File: src/rtl/uart_rx_param.sv
// Parametrised serial receiver: synchronised input, false-start rejection,
// optional odd/even parity and 1 or 2 stop bits, one-cycle valid strobe per word.
module uart_rx_param #(
    parameter int unsigned DIV       = 10417,
    parameter int unsigned DATA_BITS = 8,
    parameter int unsigned PARITY    = 0,
    parameter int unsigned STOP_BITS = 1
) (
    input  logic                 clk_i,
    input  logic                 rst_i,
    input  logic                 rx_i,
    output logic [DATA_BITS-1:0] dout_o,
    output logic                 valid_o,
    output logic                 perr_o,
    output logic                 ferr_o,
    output logic                 busy_o
);

    localparam int unsigned CntW = (DIV > 1) ? $clog2(DIV) : 1;
    localparam logic [CntW-1:0] HalfM1   = CntW'(DIV / 2 - 1);
    localparam logic [CntW-1:0] DivM1    = CntW'(DIV - 1);
    localparam logic [3:0]      LastData = 4'(DATA_BITS - 1);
    localparam logic [3:0]      LastStop = 4'(STOP_BITS - 1);

    typedef enum logic [2:0] {
        StIdle,
        StStart,
        StData,
        StPar,
        StStop,
        StDone
    } state_e;

    state_e                 state_q;
    logic [CntW-1:0]        cnt_q;
    logic [3:0]             idx_q;
    logic [DATA_BITS-1:0]   shift_q;
    logic                   par_q;
    logic                   perr_q;
    logic                   ferr_q;
    logic                   sync1_q;
    logic                   sync2_q;
    logic                   hist_q;
    logic                   fall;

    // Two-flop synchroniser plus one history flop; all idle high.
    always_ff @(posedge clk_i or posedge rst_i) begin
        if (rst_i) begin
            sync1_q <= 1'b1;
            sync2_q <= 1'b1;
            hist_q  <= 1'b1;
        end else begin
            sync1_q <= rx_i;
            sync2_q <= sync1_q;
            hist_q  <= sync2_q;
        end
    end

    assign fall   = hist_q & ~sync2_q;
    assign busy_o = (state_q != StIdle);

    always_ff @(posedge clk_i or posedge rst_i) begin
        if (rst_i) begin
            state_q <= StIdle;
            cnt_q   <= '0;
            idx_q   <= '0;
            shift_q <= '0;
            par_q   <= 1'b0;
            perr_q  <= 1'b0;
            ferr_q  <= 1'b0;
            dout_o  <= '0;
            valid_o <= 1'b0;
            perr_o  <= 1'b0;
            ferr_o  <= 1'b0;
        end else begin
            valid_o <= 1'b0;
            case (state_q)
                StIdle: begin
                    if (fall) begin
                        state_q <= StStart;
                        cnt_q   <= '0;
                        idx_q   <= '0;
                    end
                end
                StStart: begin
                    if (cnt_q == HalfM1) begin
                        cnt_q   <= '0;
                        idx_q   <= '0;
                        par_q   <= 1'b0;
                        perr_q  <= 1'b0;
                        ferr_q  <= 1'b0;
                        // A line already back high at mid-start is a glitch.
                        state_q <= sync2_q ? StIdle : StData;
                    end else begin
                        cnt_q <= cnt_q + 1'b1;
                    end
                end
                StData: begin
                    if (cnt_q == DivM1) begin
                        cnt_q <= '0;
                        if (DATA_BITS > 1) begin
                            shift_q <= {sync2_q, shift_q[DATA_BITS-1:1]};
                        end else begin
                            shift_q <= sync2_q;
                        end
                        par_q <= par_q ^ sync2_q;
                        if (idx_q == LastData) begin
                            idx_q   <= '0;
                            state_q <= (PARITY != 0) ? StPar : StStop;
                        end else begin
                            idx_q <= idx_q + 1'b1;
                        end
                    end else begin
                        cnt_q <= cnt_q + 1'b1;
                    end
                end
                StPar: begin
                    if (cnt_q == DivM1) begin
                        cnt_q   <= '0;
                        idx_q   <= '0;
                        perr_q  <= (PARITY == 1) ? ~(par_q ^ sync2_q) : (par_q ^ sync2_q);
                        state_q <= StStop;
                    end else begin
                        cnt_q <= cnt_q + 1'b1;
                    end
                end
                StStop: begin
                    if (cnt_q == DivM1) begin
                        cnt_q <= '0;
                        if (!sync2_q) begin
                            ferr_q <= 1'b1;
                        end
                        if (idx_q == LastStop) begin
                            idx_q   <= '0;
                            state_q <= StDone;
                        end else begin
                            idx_q <= idx_q + 1'b1;
                        end
                    end else begin
                        cnt_q <= cnt_q + 1'b1;
                    end
                end
                StDone: begin
                    dout_o  <= shift_q;
                    perr_o  <= perr_q;
                    ferr_o  <= ferr_q;
                    valid_o <= 1'b1;
                    cnt_q   <= '0;
                    idx_q   <= '0;
                    state_q <= StIdle;
                end
                default: begin
                    state_q <= StIdle;
                end
            endcase
        end
    end

endmodule
File: config.mk
export PLATFORM = sky130hd
export DESIGN_NAME = uart_rx_param
export DESIGN_NICKNAME = d
export VERILOG_FILES = /design/src/rtl/uart_rx_param.sv
export SDC_FILE = /design/constraint.sdc
export NUM_CORES = 1
export LEC_CHECK = 0
export ABC_AREA = 1
export BUFFER_PORTS_ARGS = -buffer_cell sky130_fd_sc_hd__buf_2
export CAP_MARGIN = 10
export CORE_MARGIN = 10
export CORE_UTILIZATION = 30
export CTS_CLUSTER_DIAMETER = 120
export DETAILED_ROUTE_END_ITERATION = 16
export GPL_ROUTABILITY_DRIVEN = 0
export PLACE_DENSITY = 0.51
export SETUP_SLACK_MARGIN = 0.1
export SKIP_CTS_REPAIR_TIMING = 1
export SLEW_MARGIN = 10
export SYNTH_ARGS = -nofsm -noshare
export SYNTH_HDL_FRONTEND = slang
export SYNTH_SLANG_ARGS = --single-unit
File: constraint.sdc
create_clock -name clk_i -period 2.1 [get_ports clk_i]
set_clock_uncertainty 0.15 [all_clocks]
set_input_delay 0.21 -clock clk_i [delete_from_list [all_inputs] [get_ports clk_i]]
set_output_delay 0.21 -clock clk_i [all_outputs]
set_load 0.01 [all_outputs]
Word level (Yosys, flattened, before mapping) --
Index checks and enable logic that the tools add are counted.
Storage, ports and cells: input port bits 3, logic and storage cells 80, bits in latches 0, register bits 46, bits in read-only memories 0, RAM bits 0, output and inout bits 12, memories 0
Cells by class: shift-type cells 0, add/sub/neg operators 2, bitwise operators 3, multiply operators 0, order comparisons 0, eq/ne operators 16, divide/modulo/power cells 0, multiplexer cells 29, reductions and logical operators 16
Operators by type and width (count):
- $pmux W14 S4 | 1
- $mux W14 | 3
- $mux W4 | 7
- $pmux W4 S6 | 1
- $mux W3 | 7
- $ne A2 B2 Y1 const B | 8
- $pmux W3 S5 | 1
- $add A14 B1 Y14 const B | 1
- $eq A14 B13 Y1 const B | 1
- $eq A14 B14 Y1 const B | 1
- $reduce_and A7 Y1 | 1
- $eq A3 B2 Y1 const B | 2
- $eq A3 B3 Y1 const B | 2
- $pmux W1 S2 | 3
- $reduce_and A3 Y1 | 2
- $reduce_and A6 Y1 | 1
- $reduce_bool A2 Y1 | 3
- $reduce_bool A6 Y1 | 1
- $mux W1 | 5
- $add A4 B1 Y4 const B | 1
- $eq A4 B3 Y1 const B | 1
- $logic_not A4 Y1 | 1
- $reduce_and A2 Y1 | 2
- $reduce_and A4 Y1 | 1
- 9 further kinds | 9

Longest topological paths before layout --
Gate-level depths: netlist of run 1.
depth after elaboration 4, depth in mapped cells 11, mapped depth without buffers 11

Least setup slack after synthesis of run 1 --
No wires, ideal clock.
kind register to register, start point reg cnt_q[0], end point reg cnt_q[11], clock period less this slack 1653 ps, cell stages (with the launch flop) 12, arrival 1389 ps, data required time 1836 ps, setup time 114 ps, path buffers 0, path slack 447 ps, path through dfrtp_1 inv_1 ha_1 inv_1 nor2_1 nand2_1 nor2_2 nand2_2 nand2_4 nand3_4 clkinv_4 nor2_2
On the way: longest elaborated chain between the ends 3, elaborated cells on any way between the ends 6, classes of those cells 1 x add/sub; 2 x eq/ne; 3 x mux
RTL lines:
- start, declared | RTL line 35 | logic [CntW-1:0] cnt_q;
- start signal, assigned | RTL line 95 | cnt_q <= cnt_q + 1'b1;
- start signal, assigned | RTL line 114 | cnt_q <= cnt_q + 1'b1;
- start signal, assigned | RTL line 124 | cnt_q <= cnt_q + 1'b1;
- $add A14 B1 Y14, or another cell as far along
- $mux W14, on equally long branches
- $pmux W14 S4 * | RTL line 77 | case (state_q)
Mark *: on every way between the ends. The rest lies on a longest branch, timed or not. A chain may end at the register's enable or synchronous reset.

Worst setup path after layout of run 1 --
start point reg cnt_q[1], end point reg cnt_q[11]
The elaborated chain is that of the path after synthesis.

==> flow_metrics.env, run 1 <==
export IMPL_slew_violations=0
export IMPL_hold_violations=0
export IMPL_hold_slack_ns=0.2037
export IMPL_syn_inst=359
export IMPL_cp_num_cells=10
export IMPL_crit_chain="ha_1 > nand2_2 > clkinv_1 > nand2_1 > nor2_1 > nand2_1 > nand2_4 > nand3_4 > clkinv_4 > nor2_2"
export IMPL_worst_pin_slew_ns=0.5186
export IMPL_dr_pass1_iters=4
export IMPL_cts_reportedPaths_clkPinSlew_ns=0.09
export IMPL_cp_required_ns=2.16
export IMPL_via_per_inst=4.725
export IMPL_critPathLaunchType="flip-flop"
export IMPL_grt_pass1_wl_um=10700
export IMPL_dp_final_hpwl_um=4628
export IMPL_yosys_area_share_simple=0.3911
export IMPL_start_util=0.3113
export IMPL_synth_largest_area_cell="dfrtp_1"
export IMPL_numCtsBuffers=5
export IMPL_clkLatencyLatePin_ns=0.31
export IMPL_yosys_area_share_adder=0.01826
export IMPL_grt_usage=0.09840
export IMPL_clk_path_buf_depth=2
export IMPL_gr_total_overflow=0
export IMPL_syn_to_final_growth_pct=10.59
export IMPL_nNetsFinal=386
export IMPL_synthXorXnorAreaFrac=0.01278
export IMPL_crit_buf_inv=2
export IMPL_pwr_density_cell_nw_per_um2=765.5
export IMPL_clock_root_buffer="clkbuf_8"
export IMPL_yosys_warnings=0
export IMPL_antenna_found_initial=0
export IMPL_die_x_um=115.6
export IMPL_fp_dieH_um=115.6
export IMPL_postRouteAntennaNets=0
export IMPL_ios=15
export IMPL_ir_drop_mv=0.3041
export IMPL_synth_fp_nets=366
export IMPL_diodes=0
export IMPL_rows=34
export IMPL_cts_sinks=46
export IMPL_power_leakage_nw=1.436
export IMPL_via_count=2306
export IMPL_endpoint_kind="flip-flop"
export IMPL_fin_crit_sh=0.8532
export IMPL_portBuffers=14
export IMPL_yosysTopAreaCellShare=0.3925
export IMPL_syn_avg_cell_area_um2=7.636
export IMPL_drive_gt1_frac=0.2053
export IMPL_drcViolationCount=0
export IMPL_wl_um=6240
export IMPL_layout_cells_most_common="nand2_1"
export IMPL_htree_num_levels=2
export IMPL_ys_seq_area_frac=0.4213
export IMPL_final_cell_mix="nand2_1, dfrtp_1, inv_1"
export IMPL_r2r_start="cnt_q[1]"
export IMPL_crit_start="cnt_q[1]"
export IMPL_synth_compound_area_share=0.06892
export IMPL_grt_pass1_vias=2292
export IMPL_fin_crit_ns=1.792
export IMPL_fmax_mhz=558.1
export IMPL_crit_slowest_cell="dfrtp_1"
export IMPL_crit_top_cell="nand2_1"
export IMPL_timing_rr_end="cnt_q[11]"
export IMPL_ys_types=33
export IMPL_critPathMaxFanout=12
export IMPL_ys_seq_elements=46
export IMPL_grt_start_max_net_pins=23
export IMPL_path_delay_family="simple AND/OR/NAND/NOR gates"
export IMPL_cts_tree="done"
export IMPL_reg2reg_depth=10
export IMPL_drtIter0Drc=136
export IMPL_wl_per_cell_um=12.79
export IMPL_fillCellCount=932
export IMPL_rsz0062_at_grt="no"
export IMPL_synth_top_cells_by_area="dfrtp_1, nand2_1, nand3_1, inv_1, nor2_1"
export IMPL_reg2reg_setup_slack_ns=0.31
export IMPL_final_setup_viol_count=0
export IMPL_max_stage_delay_ns=0.42
export IMPL_totalNegativeSetupSlack_ns=0
export IMPL_hp_class="in2async"
export IMPL_slew_headroom=0.6529
export IMPL_synth_mux_area_frac=0
export IMPL_status="complete, no violations"
export IMPL_core_area_um2=8806
export IMPL_cp_arrival_ns=1.85
export IMPL_die_area_um2=13360
export IMPL_netlist_area_um2=2741
export IMPL_synth_top_family_by_area="simple AND/OR/NAND/NOR gates"
export IMPL_maxCapViolations=0
export IMPL_crit_type="reg2reg"
-- synthesized netlist by cell type --
master / instances
buf_6: 4
nor3_1: 3
buf_4: 1
nand3_2: 4
o211ai_2: 1
inv_2: 9
nand3b_1: 3
o211ai_1: 1
o21ai_1: 12
inv_6: 1
clkinv_1: 2
o21ai_0: 2
nand2_4: 3
nor2_2: 9
nor3_2: 1
ha_1: 4
dfstp_2: 3
clkinv_4: 1
nor2_4: 3
nand2_2: 5
o21bai_1: 1
dfrtp_1: 43
buf_2: 1
nand3_1: 28
o21ai_2: 8
inv_1: 33
o21ai_4: 1
a21oi_1: 1
nand2_1: 122
xor2_1: 4
nand4_1: 14
nand3_4: 2
nor2_1: 29
-- sequential cells by signal (all words and copies together), names as in the netlist --
signal	count
sync1_q	1
par_q	1
ferr_o	1
dout_o	8
ferr_q	1
hist_q	1
valid_o	1
cnt_q	14
idx_q	4
state_q	3
perr_o	1
perr_q	1
sync2_q	1
shift_q	8
-- worst register-to-register path, cell delays in order (launching register included) --
cell	delay (ns)
dfrtp_1	0.42
ha_1	0.23
nand2_2	0.11
clkinv_1	0.09
nand2_1	0.05
nor2_1	0.12
nand2_1	0.11
nand2_4	0.15
nand3_4	0.12
clkinv_4	0.10
nor2_2	0.04
-- through the flow --
stage | utilization | instance area [um2] | setup slack (ns) | instances | total power, W
floorplan | - | 2741 | 0.4466 | 359 | 0.001637
global placement | 0.3298 | 2904 | 0.3266 | 477 | 0.001741
detailed placement | 0.3298 | 2904 | 0.2934 | 477 | 0.001737
finish | 0.3443 | 3032 | 0.3083 | 488 | 0.002321
CTS | 0.3404 | 2998 | 0.2690 | 485 | 0.002340
global route | 0.3443 | 3032 | 0.1203 | 488 | 0.002467
-- cell families (layout without fill, tap and decap cells) --
family	count (synthesis)	after routing
buf+inv	52	72
fa+ha+maj	4	4
compound gates	27	27
xor+xnor	4	4
flops	46	46
simple gates	226	227
-- where the power goes --
group | internal [W] | total, W | switching (W)
combinational | 0.000205 | 0.000728 | 0.000523
clock | 0.000241 | 0.000590 | 0.000349
sequential | 0.000934 | 0.00100 | 0.0000695
-- how the worst max path moves through the flow --
stage                       endpoint
after floorplan            cnt_q[11]
after global placement    state_q[0]
after detailed placement   cnt_q[11]
after CTS                  cnt_q[11]
after global routing        idx_q[0]
final                      cnt_q[11]
-- routing by layer --
metal | share of wire | vias up | wire, um | global-route usage
met3 | 0.049 | 14 | 304 | 0.01964
met5 | 0 | - | 0 | 0
li1 | - | 1178 | - | -
met1 | 0.47 | 1060 | 2933 | 0.1223
met4 | 0.023 | 0 | 143 | 0.04730
met2 | 0.46 | 54 | 2859 | 0.1602
-- final cells by class --
class | count | area (um2) | area share
well taps | 108 | 135.1 | 0.04457
multi-input cells | 262 | 1360 | 0.4486
flip-flops and latches | 46 | 1155 | 0.3809
clock buffers | 5 | 68.82 | 0.02270
clock inverters | 3 | 25.02 | 0.008254
repair buffers | 18 | 105.1 | 0.03467
inverters | 46 | 182.7 | 0.06026
Power figures use the tool's default switching activity.
==> run 2, diff against run 1 <==
--- a/config.mk
+++ b/config.mk
@@ -14,6 +14,7 @@
 export DETAILED_ROUTE_END_ITERATION = 16
 export GPL_ROUTABILITY_DRIVEN = 0
 export PLACE_DENSITY = 0.51
+export RECOVER_POWER = 100
 export SETUP_SLACK_MARGIN = 0.1
 export SKIP_CTS_REPAIR_TIMING = 1
 export SLEW_MARGIN = 10
==> constraint.sdc (replaced) <==
create_clock -name clk_i -period 1.7 [get_ports clk_i]
set_clock_uncertainty 0.15 [all_clocks]
set_input_delay 0.17 -clock clk_i [delete_from_list [all_inputs] [get_ports clk_i]]
set_output_delay 0.17 -clock clk_i [all_outputs]
set_load 0.01 [all_outputs]
==> run 2 against run 1 <==
The flow now finishes with violations (setup timing). Critical path depth up 1. Critical path type unchanged. Flip-flop and latch count unchanged. Fmax up 2.9%. Routed wire length up 5.3%. Largest cell class unchanged. Core utilization up 3.2 points. Sequential share of layout area down 3.2 points.
==> flow_metrics.env, run 2 (synthesis results as in run 1) <==
export IMPL_status="complete, but fails checks"
export IMPL_violations="setup timing"
export IMPL_diodes=0
export IMPL_grt_start_max_net_pins=47
export IMPL_nNetsFinal=411
export IMPL_layout_cells_most_common="nand2_1"
export IMPL_finalPower_w=0.003314
export IMPL_cp_arrival_ns=1.80
export IMPL_numCtsBuffers=5
export IMPL_postLayoutSetupSlackWorst_ns=-0.04130
export IMPL_drtIter0Drc=155
export IMPL_hp_class="reg2reg"
export IMPL_clock_root_buffer="clkbuf_8"
export IMPL_cts_tree="done"
export IMPL_syn_to_final_growth_pct=20.86
export IMPL_pwr_density_cell_nw_per_um2=1000
export IMPL_final_util=0.3762
export IMPL_final_cell_mix="nand2_1, dfrtp_1, inv_1"
export IMPL_final_setup_viol_count=14
export IMPL_largestRegisters="cnt_q: 14 flops, dout_o: 8 flops, shift_q: 8 flops"
export IMPL_critPathMaxFanout=6
export IMPL_cts_sinks=46
export IMPL_crit_type="reg2reg"
export IMPL_maxCapViolations=0
export IMPL_clkLatencyLatePin_ns=0.30
export IMPL_hold_violations=0
export IMPL_clk_path_buf_depth=2
export IMPL_critPathLaunchType="flip-flop"
export IMPL_drcViolationCount=0
export IMPL_dp_final_hpwl_um=4734
export IMPL_fmax_mhz=574.3
export IMPL_slew_violations=0
export IMPL_rows=34
export IMPL_largest_reg_flops=14
export IMPL_grt_pass1_vias=2331
export IMPL_cp_required_ns=1.76
export IMPL_start_util=0.3113
export IMPL_endpoint_kind="flip-flop"
export IMPL_grt_usage=0.1001
export IMPL_fin_crit_ns=1.741
export IMPL_die_area_um2=13360
export IMPL_via_per_inst=4.688
export IMPL_grt_pass1_wl_um=10850
export IMPL_hold_slack_ns=0.2107
export IMPL_rsz0062_at_grt="yes"
export IMPL_gr_total_overflow=0
export IMPL_fin_crit_sh=1.024
export IMPL_postRouteAntennaNets=0
export IMPL_fp_dieH_um=115.6
export IMPL_core_area_um2=8806
export IMPL_portBuffers=14
export IMPL_htree_num_levels=2
export IMPL_wl_um=6569
export IMPL_power_leakage_nw=1.569
export IMPL_wl_per_cell_um=12.81
export IMPL_ir_drop_mv=0.3377
export IMPL_slew_headroom=0.5609
export IMPL_ios=15
export IMPL_largest_register="cnt_q"
export IMPL_antenna_found_initial=0
export IMPL_fin_cells=513
export IMPL_worst_pin_slew_ns=0.6586
export IMPL_drive_gt1_frac=0.2519
export IMPL_dp_cells=498
export IMPL_cts_reportedPaths_clkPinSlew_ns=0.10
export IMPL_die_x_um=115.6
export IMPL_fillCellCount=913
export IMPL_dr_pass1_iters=4
export IMPL_via_count=2405
## run 2: cell types whose count changed in the layout (fill, tap and decap cells not counted), sizes merged
cell,delta
buf,+10
bufinv,+1
clkbuf,+15
clkinv,-1
## run 2: worst max-delay path: stages, from the launching register on
cell and delay (ns):
dfrtp_1 0.43, inv_1 0.07, ha_2 0.18, inv_2 0.04, nor2_2 0.06, nand2_1 0.09, nor2_4 0.17, nand2_4 0.10
nand2_8 0.11, nand3_4 0.11, clkinv_4 0.10, nor2_1 0.04
## run 2: report_power, final
| group | total, W | internal [W] | switching, W |
|---|---|---|---|
| clock | 0.000869 | 0.000448 | 0.000421 |
| combinational | 0.00121 | 0.000457 | 0.000752 |
| sequential | 0.00124 | 0.00115 | 0.0000816 |
## run 2: final cells by class
cell class              instances  area, um2  area share
clock inverters                 3      48.80     0.01473
flip-flops and latches         46       1155      0.3486
repair buffers                 43      305.3     0.09215
clock buffers                   5      68.82     0.02077
multi-input cells             262       1418      0.4279
well taps                     108      135.1     0.04079
inverters                      46      182.7     0.05514
## run 2: final timing paths
path	slack [ns]	start	to	cells past startpoint
setup / recovery	-0.04	cnt_q[1]	cnt_q[12]	11
hold / removal	0.21	sync1_q	sync2_q	0
setup reg to reg	-0.04	cnt_q[1]	cnt_q[12]	11
hold reg to reg	0.21	sync1_q	sync2_q	0
max in group asynchronous	0.51	rst_i	cnt_q[1]	4
min in group asynchronous	0.46	rst_i	cnt_q[7]	4
## run 2: through the flow
| stage | setup TNS, ns | worst slack (ns) | area (um2) |
|---|---|---|---|
| finish | -0.4059 | -0.04130 | 3313 |
| global placement | -0.01348 | -0.01087 | 3099 |
| CTS | -0.8923 | -0.08347 | 3217 |
| detailed placement | -0.6467 | -0.06507 | 3099 |
| global route | -3.041 | -0.1314 | 3313 |
| floorplan | 0 | 0.04664 | 2748 |
## run 2: per-layer routing
metal  part of all wire  wire, um  GRT usage  vias up
met5                  0         0          0        -
met4              0.025       162    0.04392        0
met3              0.034       223    0.01705       13
met2               0.47      3115     0.1670       42
met1               0.47      3067     0.1245     1123
li1                   -         -          -     1227
